File: config.mk
export PLATFORM = sky130hd
export DESIGN_NAME = bsg_mem_1rw_bit_mask_arb_d64_w7
export DESIGN_NICKNAME = d
export VERILOG_FILES = /design/src/rtl/bsg_mem_1rw_bit_mask_arb_d64_w7.sv
export SDC_FILE = /design/constraint.sdc
export NUM_CORES = 1
export LEC_CHECK = 0
export CORE_ASPECT_RATIO = 0.8
export CORE_UTILIZATION = 31
export DETAILED_ROUTE_END_ITERATION = 12
export HOLD_SLACK_MARGIN = 0.05
export PLACE_DENSITY_LB_ADDON = 0.05
export SLEW_MARGIN = 20
export SYNTH_ARGS = -nofsm -noshare
export SYNTH_HDL_FRONTEND = slang
export SYNTH_SLANG_ARGS = --single-unit
File: constraint.sdc
create_clock -name clk_i -period 2.2 [get_ports clk_i]
set_input_delay 0.33 -clock clk_i [delete_from_list [all_inputs] [get_ports clk_i]]
set_output_delay 0.33 -clock clk_i [all_outputs]
set_load 0.02 [all_outputs]
File: src/rtl/bsg_mem_1rw_bit_mask_arb_d64_w7.sv
// Zeroes a 64x7 bit-masked single-port SRAM after reset or on request,
// then shares its port between two requesters with round-robin arbitration.
module bsg_mem_1rw_bit_mask_arb_d64_w7 #(
  parameter int unsigned width_p = 7,
  parameter int unsigned els_p   = 64,
  localparam int unsigned addr_width_lp = $clog2(els_p)
) (
  input  logic                       clk_i,
  input  logic                       reset_i,
  input  logic                       clear_i,
  output logic                       init_done_o,

  input  logic [1:0]                 req_v_i,
  input  logic [1:0]                 req_w_i,
  input  logic [2*addr_width_lp-1:0] req_addr_i,
  input  logic [2*width_p-1:0]       req_data_i,
  input  logic [2*width_p-1:0]       req_w_mask_i,
  output logic [1:0]                 req_ready_o,

  output logic                       r_v_o,
  output logic                       r_id_o,
  output logic [width_p-1:0]         r_data_o,

  output logic                       mem_v_o,
  output logic                       mem_w_o,
  output logic [addr_width_lp-1:0]   mem_addr_o,
  output logic [width_p-1:0]         mem_data_o,
  output logic [width_p-1:0]         mem_w_mask_o,
  input  logic [width_p-1:0]         mem_data_i
);

  typedef enum logic {
    e_clear = 1'b0,
    e_ready = 1'b1
  } state_e;

  state_e                   state_r, state_n;
  logic [addr_width_lp-1:0] clr_cnt_r, clr_cnt_n;
  logic                     last_r, last_n;
  logic                     r_v_r, r_v_n;
  logic                     r_id_r, r_id_n;

  logic                     gnt_v;
  logic                     gnt_id;

  // Both valid: pick the one not served last; otherwise the lone valid one.
  always_comb begin
    gnt_id = 1'b0;
    if (req_v_i == 2'b11) gnt_id = ~last_r;
    else                  gnt_id = req_v_i[1];
    gnt_v = (state_r == e_ready) && (req_v_i != 2'b00);
  end

  always_ff @(posedge clk_i or posedge reset_i) begin
    if (reset_i) begin
      state_r   <= e_clear;
      clr_cnt_r <= '0;
      last_r    <= 1'b1;
      r_v_r     <= 1'b0;
      r_id_r    <= 1'b0;
    end else begin
      state_r   <= state_n;
      clr_cnt_r <= clr_cnt_n;
      last_r    <= last_n;
      r_v_r     <= r_v_n;
      r_id_r    <= r_id_n;
    end
  end

  always_comb begin
    state_n      = state_r;
    clr_cnt_n    = clr_cnt_r;
    last_n       = last_r;
    r_v_n        = 1'b0;
    r_id_n       = r_id_r;
    req_ready_o  = 2'b00;
    mem_v_o      = 1'b0;
    mem_w_o      = 1'b0;
    mem_addr_o   = '0;
    mem_data_o   = '0;
    mem_w_mask_o = '0;

    unique case (state_r)
      e_clear: begin
        // mem_v_o is held low while reset is asserted so nothing is written.
        mem_v_o      = ~reset_i;
        mem_w_o      = 1'b1;
        mem_addr_o   = clr_cnt_r;
        mem_w_mask_o = '1;
        clr_cnt_n    = clr_cnt_r + addr_width_lp'(1);
        if (clr_cnt_r == addr_width_lp'(els_p - 1)) begin
          state_n = e_ready;
        end
      end
      e_ready: begin
        if (clear_i) state_n = e_clear;
        if (gnt_v) begin
          req_ready_o[gnt_id] = 1'b1;
          last_n              = gnt_id;
          mem_v_o             = 1'b1;
          mem_w_o             = req_w_i[gnt_id];
          mem_addr_o   = gnt_id ? req_addr_i[2*addr_width_lp-1:addr_width_lp]
                                : req_addr_i[addr_width_lp-1:0];
          mem_data_o   = gnt_id ? req_data_i[2*width_p-1:width_p]
                                : req_data_i[width_p-1:0];
          mem_w_mask_o = gnt_id ? req_w_mask_i[2*width_p-1:width_p]
                                : req_w_mask_i[width_p-1:0];
          if (!req_w_i[gnt_id]) begin
            r_v_n  = 1'b1;
            r_id_n = gnt_id;
          end
        end
      end
      default: state_n = e_clear;
    endcase
  end

  assign init_done_o = (state_r == e_ready);
  assign r_v_o       = r_v_r;
  assign r_id_o      = r_id_r;
  assign r_data_o    = mem_data_i;

endmodule

==> key figures, run 1 <==
Status
  • Outcome: finished, final reports clean

Route
  • Number of routed nets with antenna violations: 0
  • Avg Vias per Cell: 4.98
  • Wire per inst: 15.5 um
  • # DRC: 0
  • DR iter-0 viols: 27
  • Drt pass-1 iters: 4
  • Total Wirelength: 3.18 mm
  • DR vias: 1,021

Floorplan
  • Rows: 16
  • Starting Density: 33.8%
  • I/O pin cnt: 88
  • Die Width: 60.7 um
  • Area of the die: 2970 um2
  • Die Y: 48.9 um
  • Floorplan core area: 2520 um2

Place
  • Gpl congestion: 0.785
  • DP Wirelength: 2.53 mm
  • Placed insts: 200
  • I/O Buffers: 73

Global route
  • Vias in the first global route: 1,022
  • Largest net degree at the start of global routing: 19
  • Remaining global-route overflow: 0
  • Initial antenna violation count: 0
  • GRT Resource Usage Total: 21.4%
  • First-pass GRT wire length: 4.83 mm

Layout
  • Layout Utilization: 65.5%
  • Highest-count cells in the layout ignoring fill and taps: clkdlybuf4s50_1 (47), dlygate4sd2_1 (24), nand2_1 (13)
  • Layout cells sized above 1: 14.2%
  • Syn-to-layout area delta: 93.5%
  • Antenna diode instance count: 0
  • Final non-filler cell total: 205
  • Fin nets: 225
  • Commonest non-fill, non-tap cell in the layout: clkdlybuf4s50_1

Synthesis
  • EDFF count, synth: 0
  • Avg Inst Size Synth: 8.98 um2
  • Cell Area, Synth: 853 um2
  • Sequential-to-total area share from yosys stat: 29.5%
  • Yosys warnings: 0
  • Synth cell types: 35
  • Mapped Nets: 150
  • FF+latch count, synth: 10
  • Fraction of registers with async set/reset: 100%
  • Top_reg_cell synth: dfrtp_1
  • Post-Syn Instances: 95

Job
  • Max-cap viol count: 0

Critical path
  • Crit path launch type: register
  • CP Capture Type: primary output
  • Worst Path Max Fanout: 6
  • Reg2reg path depth: 5
  • Worst endpoint required time: 1.87 ns
  • Worst setup path category: reg -> out
  • Worst Path Arrival: 1.75 ns

Timing
  • Final worst path period need: 2.08 ns
  • Worst Max-Slew Pin Slew: 0.360 ns
  • RSZ-0062 raised after global routing: no
  • Setup TNS: 0 ns
  • Max-slew headroom: 76.0%
  • Tcrit/Tclk final: 94.6%
  • Hold_ws: 0.392 ns
  • Max Clock Skew: 0.00329 ns
  • Slew Limit Fails: 0
  • Hold Violations, Final: 0
  • Number of setup violations in the final report: 0
  • F_max: 481 MHz

Clock network
  • Worst-case clock buffer depth: 2
  • H-Tree Depth: 1
  • Hold_buf cts: 0
  • Sink Count: 10
  • Num CTS Buffers: 3
  • Worst skew pair latency: 0.27 ns
  • Worst-path clk slew: 0.06 ns
  • Root Buffer: clkbuf_4
  • CTS tree: built

Pwr
  • Sequential power share: 27.7%
  • Maximum vdd drop: 0.549 mV
  • Psw: 0.514 mW
  • P_leak: 0.707 nW
  • Comb power frac: 59.8%
  • Pwr per Cell Area: 783 nW/um2
  • Clock Power Share: 12.5%
  • Switch share: 39.8%
  • Pint: 0.779 mW

Worst hold path
  • Hold Path Class: in -> async
## critical path, stage by stage, from the launching register on
cell           delay (ns)
dfstp_2              0.58
nand2b_4             0.17
nor2b_4              0.22
a221o_1              0.16
dlygate4sd2_1        0.34
## power groups by stage
stage / registers, mW / logic (mW) / clock network, mW
after global routing: 0.368 / 0.842 / 0.182
after detailed placement: 0.358 / 0.830 / 0
after CTS: 0.355 / 0.777 / 0.167
final: 0.358 / 0.773 / 0.162
after floorplan: 0.337 / 0.492 / 0
after global placement: 0.352 / 0.825 / 0
## through the flow
| stage | area, um2 | setup slack [ns] | total power, mW |
|---|---|---|---|
| global placement | 1620 | -0.245 | 1.18 |
| detailed placement | 1620 | -0.234 | 1.19 |
| global route | 1650 | 0.00785 | 1.39 |
| finish | 1650 | 0.120 | 1.29 |
| floorplan | 853 | 0.608 | 0.829 |
| CTS | 1640 | 0.00749 | 1.30 |
## worst paths after layout
path	start	slack, ns	end
worst max-delay path	last_r	0.12	mem_addr_o[0]
worst min-delay path	reset_i	0.39	clr_cnt_r[4]
worst max register to register	init_done_o	0.85	clr_cnt_r[5]
worst min register to register	clr_cnt_r[5]	0.47	clr_cnt_r[5]
max in group asynchronous	reset_i	1.51	last_r
min in group clk_i	clr_cnt_r[5]	0.47	clr_cnt_r[5]
## logic make-up after synthesis
kind of cell,Yosys count,share of synthesized area (%)
flip-flops,10,29.5
buffers and inverters,16,12.0
AND/OR/NAND/NOR,32,21.3
AO/OA/AOI/OAI,30,29.3
multiplexers,1,1.32
adder cells (fa/ha/maj),1,1.47
XOR/XNOR,5,5.13
## flip-flops by register name (all words and copies together), names as in the netlist
signal,cells
r_v_o,1
init_done_o,1
last_r,1
r_id_o,1
clr_cnt_r,6
## Yosys cell counts (2+ instances only)
| cell type | instances | share of area, % |
|---|---|---|
| nand2_1 | 13 | 5.7 |
| dfrtp_1 | 9 | 26 |
| a32oi_1 | 8 | 8.2 |
| buf_4 | 8 | 7.0 |
| a22o_1 | 7 | 7.2 |
| nor2b_1 | 6 | 4.4 |
| a221o_1 | 5 | 5.9 |
| xnor2_1 | 5 | 5.1 |
| buf_2 | 4 | 2.3 |
| nand3_1 | 3 | 1.8 |
| a21oi_1 | 2 | 1.2 |
| o21ai_0 | 2 | 1.2 |
## what timing repair did
action                     4_1_cts  5_1_grt
gates resized for setup         25        4
setup buffers                    0        0
setup endpoints to repair       24       15
cloned                           1        0
## metal layers
layer	part of all wire, %	routed length (um)	GRT usage, %	up-vias
met2	43	1370	32.1	35
met3	7.8	249	5.04	8
met5	0	0	0	-
met4	1.2	39	6.06	0
li1	-	-	-	499
met1	48	1530	30.5	479
## layout make-up
cell class	count	area (um2)
Fill cell	236	871
Timing Repair Buffer	83	797
Multi-Input combinational cell	70	513
Sequential cell	10	253
Tap cell	36	45.0
Clock buffer	4	36.3
Inverter	2	7.51
(Power assumes the default switching activity.)
==> run 2: changes to the inputs <==
--- a/config.mk
+++ b/config.mk
@@ -7,4 +7,6 @@
 export LEC_CHECK = 0
+export ABC_AREA = 1
 export CORE_ASPECT_RATIO = 0.8
-export CORE_UTILIZATION = 31
+export CORE_MARGIN = 2
+export CORE_UTILIZATION = 33
 export DETAILED_ROUTE_END_ITERATION = 12
--- a/constraint.sdc
+++ b/constraint.sdc
@@ -3,2 +3,2 @@
 set_output_delay 0.33 -clock clk_i [all_outputs]
-set_load 0.02 [all_outputs]
+set_load 0.1 [all_outputs]
==> key figures, run 2 <==
Status
  • Outcome: finished, final reports clean

Synthesis
  • Mapped Nets: 206
  • Top-area cell type share of the netlist area: 30.8%
  • EDFF count, synth: 0
  • Cell Area, Synth: 940 um2
  • Top_reg_cell synth: dfrtp_1
  • Sequential-to-total area share from yosys stat: 26.8%
  • Main area contributors after synthesis: nand2_1 (31%), dfrtp_1 (24%), nand3_1 (12%)
  • Yosys warnings: 0
  • Fraction of registers with async set/reset: 100%
  • Post-Syn Instances: 151
  • Synth cell types: 23
  • Cell taking the most area after synthesis: nand2_1
  • Commonest cells post-synth: nand2_1 (77), nand3_1 (23), dfrtp_1 (9)
  • Avg Inst Size Synth: 6.22 um2
  • Count leader, synth: nand2_1
  • FF+latch count, synth: 10

Layout
  • Highest-count cells in the layout ignoring fill and taps: nand2_1 (70), clkdlybuf4s50_1 (46), buf_12 (24)
  • Layout cells sized above 1: 27.1%
  • Biggest register: clr_cnt_r
  • Area of the multi-input gates: 634 um2
  • Fin nets: 277
  • Commonest non-fill, non-tap cell in the layout: nand2_1
  • Antenna diode instance count: 0
  • Finished Cell Area: 2000 um2
  • Fillers: 198
  • Register Area: 253 um2
  • Syn-to-layout area delta: 113%
  • Largest register FFs: 6

Place
  • DP Wirelength: 2.85 mm
  • I/O Buffers: 73
  • Cell area after placement: 1970 um2
  • Gpl congestion: 0.771

Global route
  • First-pass GRT wire length: 5.46 mm
  • Vias in the first global route: 1,110
  • Largest net degree at the start of global routing: 16
  • Initial antenna violation count: 0
  • Remaining global-route overflow: 0
  • GRT Resource Usage Total: 21.7%

Clock network
  • Sink Count: 10
  • Worst-case clock buffer depth: 2
  • Worst skew pair latency: 0.27 ns
  • Num CTS Buffers: 3
  • Root Buffer: clkbuf_4
  • H-Tree Depth: 1
  • CTS tree: built
  • Worst-path clk slew: 0.07 ns
  • Hold_buf cts: 0

Route
  • DR vias: 1,232
  • Drt pass-1 iters: 4
  • Number of routed nets with antenna violations: 0
  • Avg Vias per Cell: 4.76
  • # DRC: 0
  • Wire per inst: 13.3 um
  • Total Wirelength: 3.45 mm
  • DR iter-0 viols: 67

Job
  • Max-cap viol count: 0

Timing
  • Tcrit/Tclk final: 92.7%
  • Setup TNS: 0 ns
  • F_max: 491 MHz
  • Number of setup violations in the final report: 0
  • Slew Limit Fails: 0
  • Max Clock Skew: 0.00985 ns
  • Max-slew headroom: 74.2%
  • Final worst path period need: 2.04 ns
  • Hold Violations, Final: 0
  • RSZ-0062 raised after global routing: no
  • Worst Max-Slew Pin Slew: 0.387 ns

Worst hold path
  • Hold Path Class: in -> async

Critical path
  • Worst Path Arrival: 1.71 ns
  • CP Capture Type: primary output
  • Crit path launch type: input pin
  • Critical-path top delay cell: clkdlybuf4s50_1
  • Max incr delay on CP: 0.56 ns
  • Worst setup path category: in -> out
  • Worst Path Max Fanout: 15
  • Worst endpoint required time: 1.87 ns
  • Worst path cell trace: clkdlybuf4s50_1 > nand2_4 > nor2_8 > nand2_1 > nand3_2 > buf_12

Floorplan
  • I/O pin cnt: 88
  • Rows: 17
  • Starting Density: 34.2%
  • Area of the die: 3290 um2
  • Die Width: 63.7 um
  • Die Y: 51.7 um
  • Floorplan core area: 2740 um2

Pwr
  • Maximum vdd drop: 0.761 mV
  • P_leak: 0.924 nW
  • Pwr per Cell Area: 1220 nW/um2
==> run 2: changes by cell type in the layout (fill, tap and decap cells not counted), moves of 5 or more <==
cell           change
nand3_1           +14
a221o_1            -5
nand3_2            +6
nor2b_1            -6
buf_12            +23
dlygate4sd2_1     -24
a22o_1             -7
nand2_4            +8
a32oi_1            -8
nand2_1           +57
inv_1              +5
==> run 2: cells by family after synthesis <==
family / count (synthesis) / synth area share (%)
simple gates: 112 / 52.5
compound gates: 5 / 2.66
flops: 10 / 26.8
buf+inv: 21 / 14.9
xor+xnor: 2 / 1.86
fa+ha+maj: 1 / 1.33
==> run 2: layout make-up <==
class	instances	area share (%)
timing repair buffer	79	50.4
multi-input combinational	120	31.7
sequential	10	12.6
tap	38	2.38
inverter	8	1.56
clock buffer	4	1.31
==> run 2: worst max-delay path: cells and delay by family <==
family / cells / cell delay, ns
buf+inv: 2 / 0.73
simple gates: 4 / 0.64
==> run 2: through the flow <==
step	utilization, %	worst slack [ns]	hold WS, ns	total power [mW]	cells
finish	72.9	0.162	0.386	2.44	259
global route	72.9	0.0682	0.413	2.55	259
CTS	72.6	0.0744	0.390	2.45	258
detailed placement	71.7	0.159	0.477	2.31	254
global placement	71.7	0.185	0.466	2.28	254
floorplan	-	0.0159	0.169	1.68	151
==> run 2: final timing paths <==
| path | start | end | slack, ns | cells after the start |
|---|---|---|---|---|
| hold / removal | reset_i | clr_cnt_r[5] | 0.39 | 2 |
| setup / recovery | req_v_i[1] | mem_addr_o[2] | 0.16 | 6 |
| hold reg to reg | r_id_o | r_id_o | 0.48 | 2 |
| setup reg to reg | init_done_o | clr_cnt_r[5] | 0.96 | 6 |
| min in group clk_i | r_id_o | r_id_o | 0.48 | 2 |
| max in group asynchronous | reset_i | last_r | 1.49 | 2 |
==> run 2: where the power goes <==
part / switching, mW / total [mW] / internal (mW)
clock network: 0.0624 / 0.132 / 0.0700
logic: 1.28 / 1.95 / 0.678
registers: 0.0812 / 0.353 / 0.272
==> run 2: routing by layer <==
layer  vias up  part of all wire [%]  global-route usage (%)  routed length (um)
li1        609                     -                       -                   -
met1       562                    45                    29.9                1550
met2        55                    46                    34.2                1600
met3         6                   7.2                    3.46                 248
met4         0                   1.5                    8.33                  52
met5         -                     0                       0                   0
==> run 2: repair_timing <==
item | 4_1_cts | 5_1_grt
setup endpoints to repair | 0 | 2
setup buffers | 0 | 1
resized for setup | 0 | 0
endpoints found under the hold margin | 0 | 0
==> run 3: changes to the inputs <==
- REMOVE_ABC_BUFFERS: default -> 1
==> key figures, run 3 (synthesis results as in run 2) <==
Status
  • Outcome: finished, final reports clean

Pwr
  • Maximum vdd drop: 1.04 mV
  • Tot Pwr: 2.39 mW
  • P_leak: 0.900 nW
  • Pwr per Cell Area: 1250 nW/um2

Worst hold path
  • Hold Path Class: in -> async

Clock network
  • CTS tree: built
  • Worst-case clock buffer depth: 2
  • Sink Count: 10
  • Hold_buf cts: 0
  • Num CTS Buffers: 3
  • H-Tree Depth: 1
  • Post-CTS sizing: 0
  • Root Buffer: clkbuf_4
  • Worst-path clk slew: 0.07 ns
  • Worst skew pair latency: 0.27 ns
  • Post-CTS setup buffer count: 0

Critical path
  • Reg-to-reg startpoint: last_r
  • CP Capture Type: primary output
  • Worst Path Arrival: 1.74 ns
  • Critical R2R Capture: r_id_o
  • Worst endpoint required time: 1.87 ns
  • Worst Setup SP: req_v_i[1]
  • Reg2reg path depth: 7
  • Worst setup path category: in -> out
  • Worst Path Max Fanout: 8
  • Crit path launch type: input pin
  • Reg2reg setup slack: 0.90 ns

Timing
  • Setup TNS: 0 ns
  • Max-slew headroom: 74.1%
  • RSZ-0062 raised after global routing: no
  • Slew Limit Fails: 0
  • Tcrit/Tclk final: 94.1%
  • Final worst path period need: 2.07 ns
  • Setup WS post-layout: 0.129 ns
  • Hold Violations, Final: 0
  • Number of setup violations in the final report: 0
  • Hold_ws: 0.375 ns
  • Max Clock Skew: 0.00745 ns
  • Worst Max-Slew Pin Slew: 0.384 ns
  • F_max: 483 MHz

Global route
  • Initial antenna violation count: 0
  • Largest net degree at the start of global routing: 15
  • GRT Resource Usage Total: 21.4%
  • First-pass GRT wire length: 5.44 mm
  • Vias in the first global route: 1,146
  • Remaining global-route overflow: 0

Route
  • Wire per inst: 13.2 um
  • DR iter-0 viols: 100
  • Total Wirelength: 3.41 mm
  • # DRC: 0
  • DR vias: 1,233
  • Drt pass-1 iters: 4
  • Number of routed nets with antenna violations: 0
  • Avg Vias per Cell: 4.76

Layout
  • Fillers: 224
  • Highest-count cells in the layout ignoring fill and taps: nand2_1 (77), clkdlybuf4s50_1 (46), buf_12 (24)
  • Antenna diode instance count: 0
  • Syn-to-layout area delta: 104%
  • Largest register FFs: 6
  • Fin nets: 277
  • Commonest non-fill, non-tap cell in the layout: nand2_1
  • Biggest register: clr_cnt_r
  • Layout cells sized above 1: 20.4%

Floorplan
  • Die Width: 63.7 um
  • Die Y: 51.7 um
  • Starting Density: 34.2%
  • Area of the die: 3290 um2
  • Rows: 17
  • I/O pin cnt: 88
  • Floorplan core area: 2740 um2

Place
  • DP Worst Slack: 0.116 ns
  • DP Wirelength: 2.84 mm
  • Gpl congestion: 0.852
  • I/O Buffers: 73

Job
  • Max-cap viol count: 0
[run 3: worst max-delay path, stage by stage]
cell	delay, ns
clkdlybuf4s50_1	0.57
nor2_2	0.08
nor2_4	0.16
nand2_1	0.09
clkinv_2	0.13
nand2_1	0.07
nand2_1	0.12
buf_12	0.19
[run 3: layer usage]
metal | wire length (um) | GRT usage (%) | part of all wire, % | vias to the layer above
met5 | 0 | 0 | 0 | -
met4 | 30 | 7.61 | 0.88 | 0
met3 | 277 | 4.33 | 8.1 | 4
met2 | 1560 | 35.4 | 46 | 64
met1 | 1540 | 27.8 | 45 | 560
li1 | - | - | - | 605
[run 3: layout make-up]
class	instances	area, um2	area share, %
clock buffer	4	26.3	1.37
inverter	8	31.3	1.64
tap	38	47.5	2.49
sequential	10	251	13.1
timing repair buffer	79	1010	52.7
multi-input combinational	120	548	28.6
[run 3: worst max-delay path by stage]
stage / end / slack [ns] / cells after the start
floorplan: mem_v_o / -1.27 / 1
global placement: mem_w_o / 0.14 / 9
detailed placement: mem_data_o[5] / 0.12 / 8
CTS: mem_data_o[5] / 0.11 / 8
global route: mem_addr_o[3] / 0.05 / 6
finish: mem_data_o[5] / 0.13 / 8
[run 3: power by group]
| part | total [mW] | internal [mW] | switching (mW) |
|---|---|---|---|
| Clock | 0.133 | 0.0700 | 0.0626 |
| Sequential | 0.349 | 0.272 | 0.0774 |
| Combinational | 1.91 | 0.650 | 1.26 |
[run 3: through the flow]
step | cell area (um2) | utilization [%] | std cells
2_1_floorplan | 831 | - | 138
3_3_place_gp | 1890 | 68.8 | 255
3_5_place_dp | 1890 | 68.8 | 255
4_1_cts | 1910 | 69.7 | 259
5_1_grt | 1910 | 69.7 | 259
6_report | 1910 | 69.7 | 259
==> variant: new RTL, flow settings as in run 3 <==
Set the parameter `els_p` to 128 (it was 64).
--- a/src/rtl/bsg_mem_1rw_bit_mask_arb_d64_w7.sv
+++ b/src/rtl/bsg_mem_1rw_bit_mask_arb_d64_w7.sv
@@ -2,7 +2,7 @@
 // then shares its port between two requesters with round-robin arbitration.
 module bsg_mem_1rw_bit_mask_arb_d64_w7 #(
   parameter int unsigned width_p = 7,
-  parameter int unsigned els_p   = 64,
+  parameter int unsigned els_p   = 128,
   localparam int unsigned addr_width_lp = $clog2(els_p)
 ) (
   input  logic                       clk_i,
Ports: changed (resized mem_addr_o and req_addr_i); port bits go from 88 to 91. No check against the original RTL was run, so the function may have changed too.
==> variant against run 3 <==
Routed wire length increased by 9.9%; die area rose by 12%; power down 19%; design area grew 11%; maximum frequency grew 4.4%; sequential cell count increased by 1; area after synthesis up 13%; worst setup slack better by 0.087 ns; sequential power increased by 5%; clock power rose by 53%; hold slack improved by 0.041 ns; combinational power down 28%.
==> variant: results (changes against run 3) <==
Global route
  – First-pass GRT wire length: 5840 um (+7.5%)
  – Vias in the first global route: 1258 (+9.8%)
  – Maximum number of pins on one net before global-route repair: 16 (+1)
  – Global routing met2 resource utilization: 37.0% (+1.5 points)
  – Met3 capacity usage during global routing: 7.20% (+2.9 points)
  – GRT Overall Usage: 21.6% (+0.25 points)

CTS
  – Total clock sinks: 11 (+1)
  – Insertion delay of the later-clocked pin in the worst-skew pair: 0.24 ns (-0.03 ns)
  – Clock transition at the register clock pins on the worst setup and hold paths after CTS: 0.05 ns (-0.02 ns)

Synth
  – Post-Syn Area per Cell: 6.52 um2 (+4.7%)
  – Fraction of the yosys area taken by sequential cells: 26.0% (-0.73 points)
  – Largest cells by area after synthesis: sky130_fd_sc_hd__nand2_1, sky130_fd_sc_hd__dfrtp_1, sky130_fd_sc_hd__nand3_1

Placed design
  – Number of I/O port buffers: 76 (+4.1%)
  – HPWL after detailed placement: 3100 um (+9.2%)
  – Count of placed standard cells including taps: 272 (+6.7%)
  – Routability Congestion: 0.802 (-5.8%)

Status
  – Status: completed

Power and ir drop
  – Static power due to leakage: 1.01 nW (+13%)
  – Gate power share: 70.6% (-9.2 points)
  – Internal cell power: 913 uW (-7.9%)
  – Worst-case vdd ir drop: 0.000874 V (-16%)

Detailed routing
  – Met2 WL post-DR: 1730 um (+11%)
  – Wire length per cell: 13.6 um (+3.1%)
  – Total routed wire length on the met1 layer: 1450 um (-5.6%)
  – First DRT Iteration DRCs: 61 (-39%)
  – Total Wirelength: 3740 um (+9.9%)
  – Vias per std cell: 4.79 (+0.69%)

Cells and area
  – Final clock-cell share: 2.13% (+0.76 points)
  – Multi-input combinational cell count: 127 (+5.8%)
  – Multi-input gate area in the final layout: 628 um2 (+15%)
  – Layout Nets: 294 (+6.1%)
  – Fill cell count: 247 (+10%)
  – Logic inverters: 12 (+4)
  – Share of post-route cells with drive strength above 1: 20.8% (+0.40 points)
  – Proportion of final cell area spent on non-clock buffers: 50.4% (-2.3 points)
  – Post-Route Utilization: 68.5% (-1.2 points)
  – Number of signal-net buffers in the layout: 82 (+3.8%)

STA
  – Setup Skew: 0.00484 ns (-0.00261 ns)
  – Max-Slew Margin vs Limit: 71.2% (-2.9 points)

Worst setup path
  – Arrival time at the worst endpoint: 1.65 ns (-0.09 ns)
  – Delay of the slowest critical-path stage: 0.55 ns (-0.02 ns)
[variant: cell count changes in the layout (fill, tap and decap cells not counted), moves of 3 or more]
cell,run 3,this run
sky130_fd_sc_hd__nand2_1,77,80
sky130_fd_sc_hd__inv_1,6,10
sky130_fd_sc_hd__clkbuf_4,3,0
sky130_fd_sc_hd__clkbuf_8,0,3
[variant: cells by family after synthesis]
kind of cell | share of synthesized area, %
xor gates and xnor gates | 2.47
adders and majority gates | 1.18
buffers and inverters | 14.8
DFF | 26.0
AOI/OAI and AO/OA | 1.88
and+or+nand+nor | 53.6
[variant: worst paths after layout]
kind | start | endpoint | slack (ns) | cells after the start
setup / recovery | last_r | mem_w_o | 0.22 | 8
hold / removal | reset_i | r_id_o | 0.42 | 2
setup reg to reg | last_r | r_id_o | 0.89 | 7
hold reg to reg | r_id_o | r_id_o | 0.49 | 2
max in group asynchronous | reset_i | last_r | 1.46 | 2
min in group clk_i | r_id_o | r_id_o | 0.49 | 2
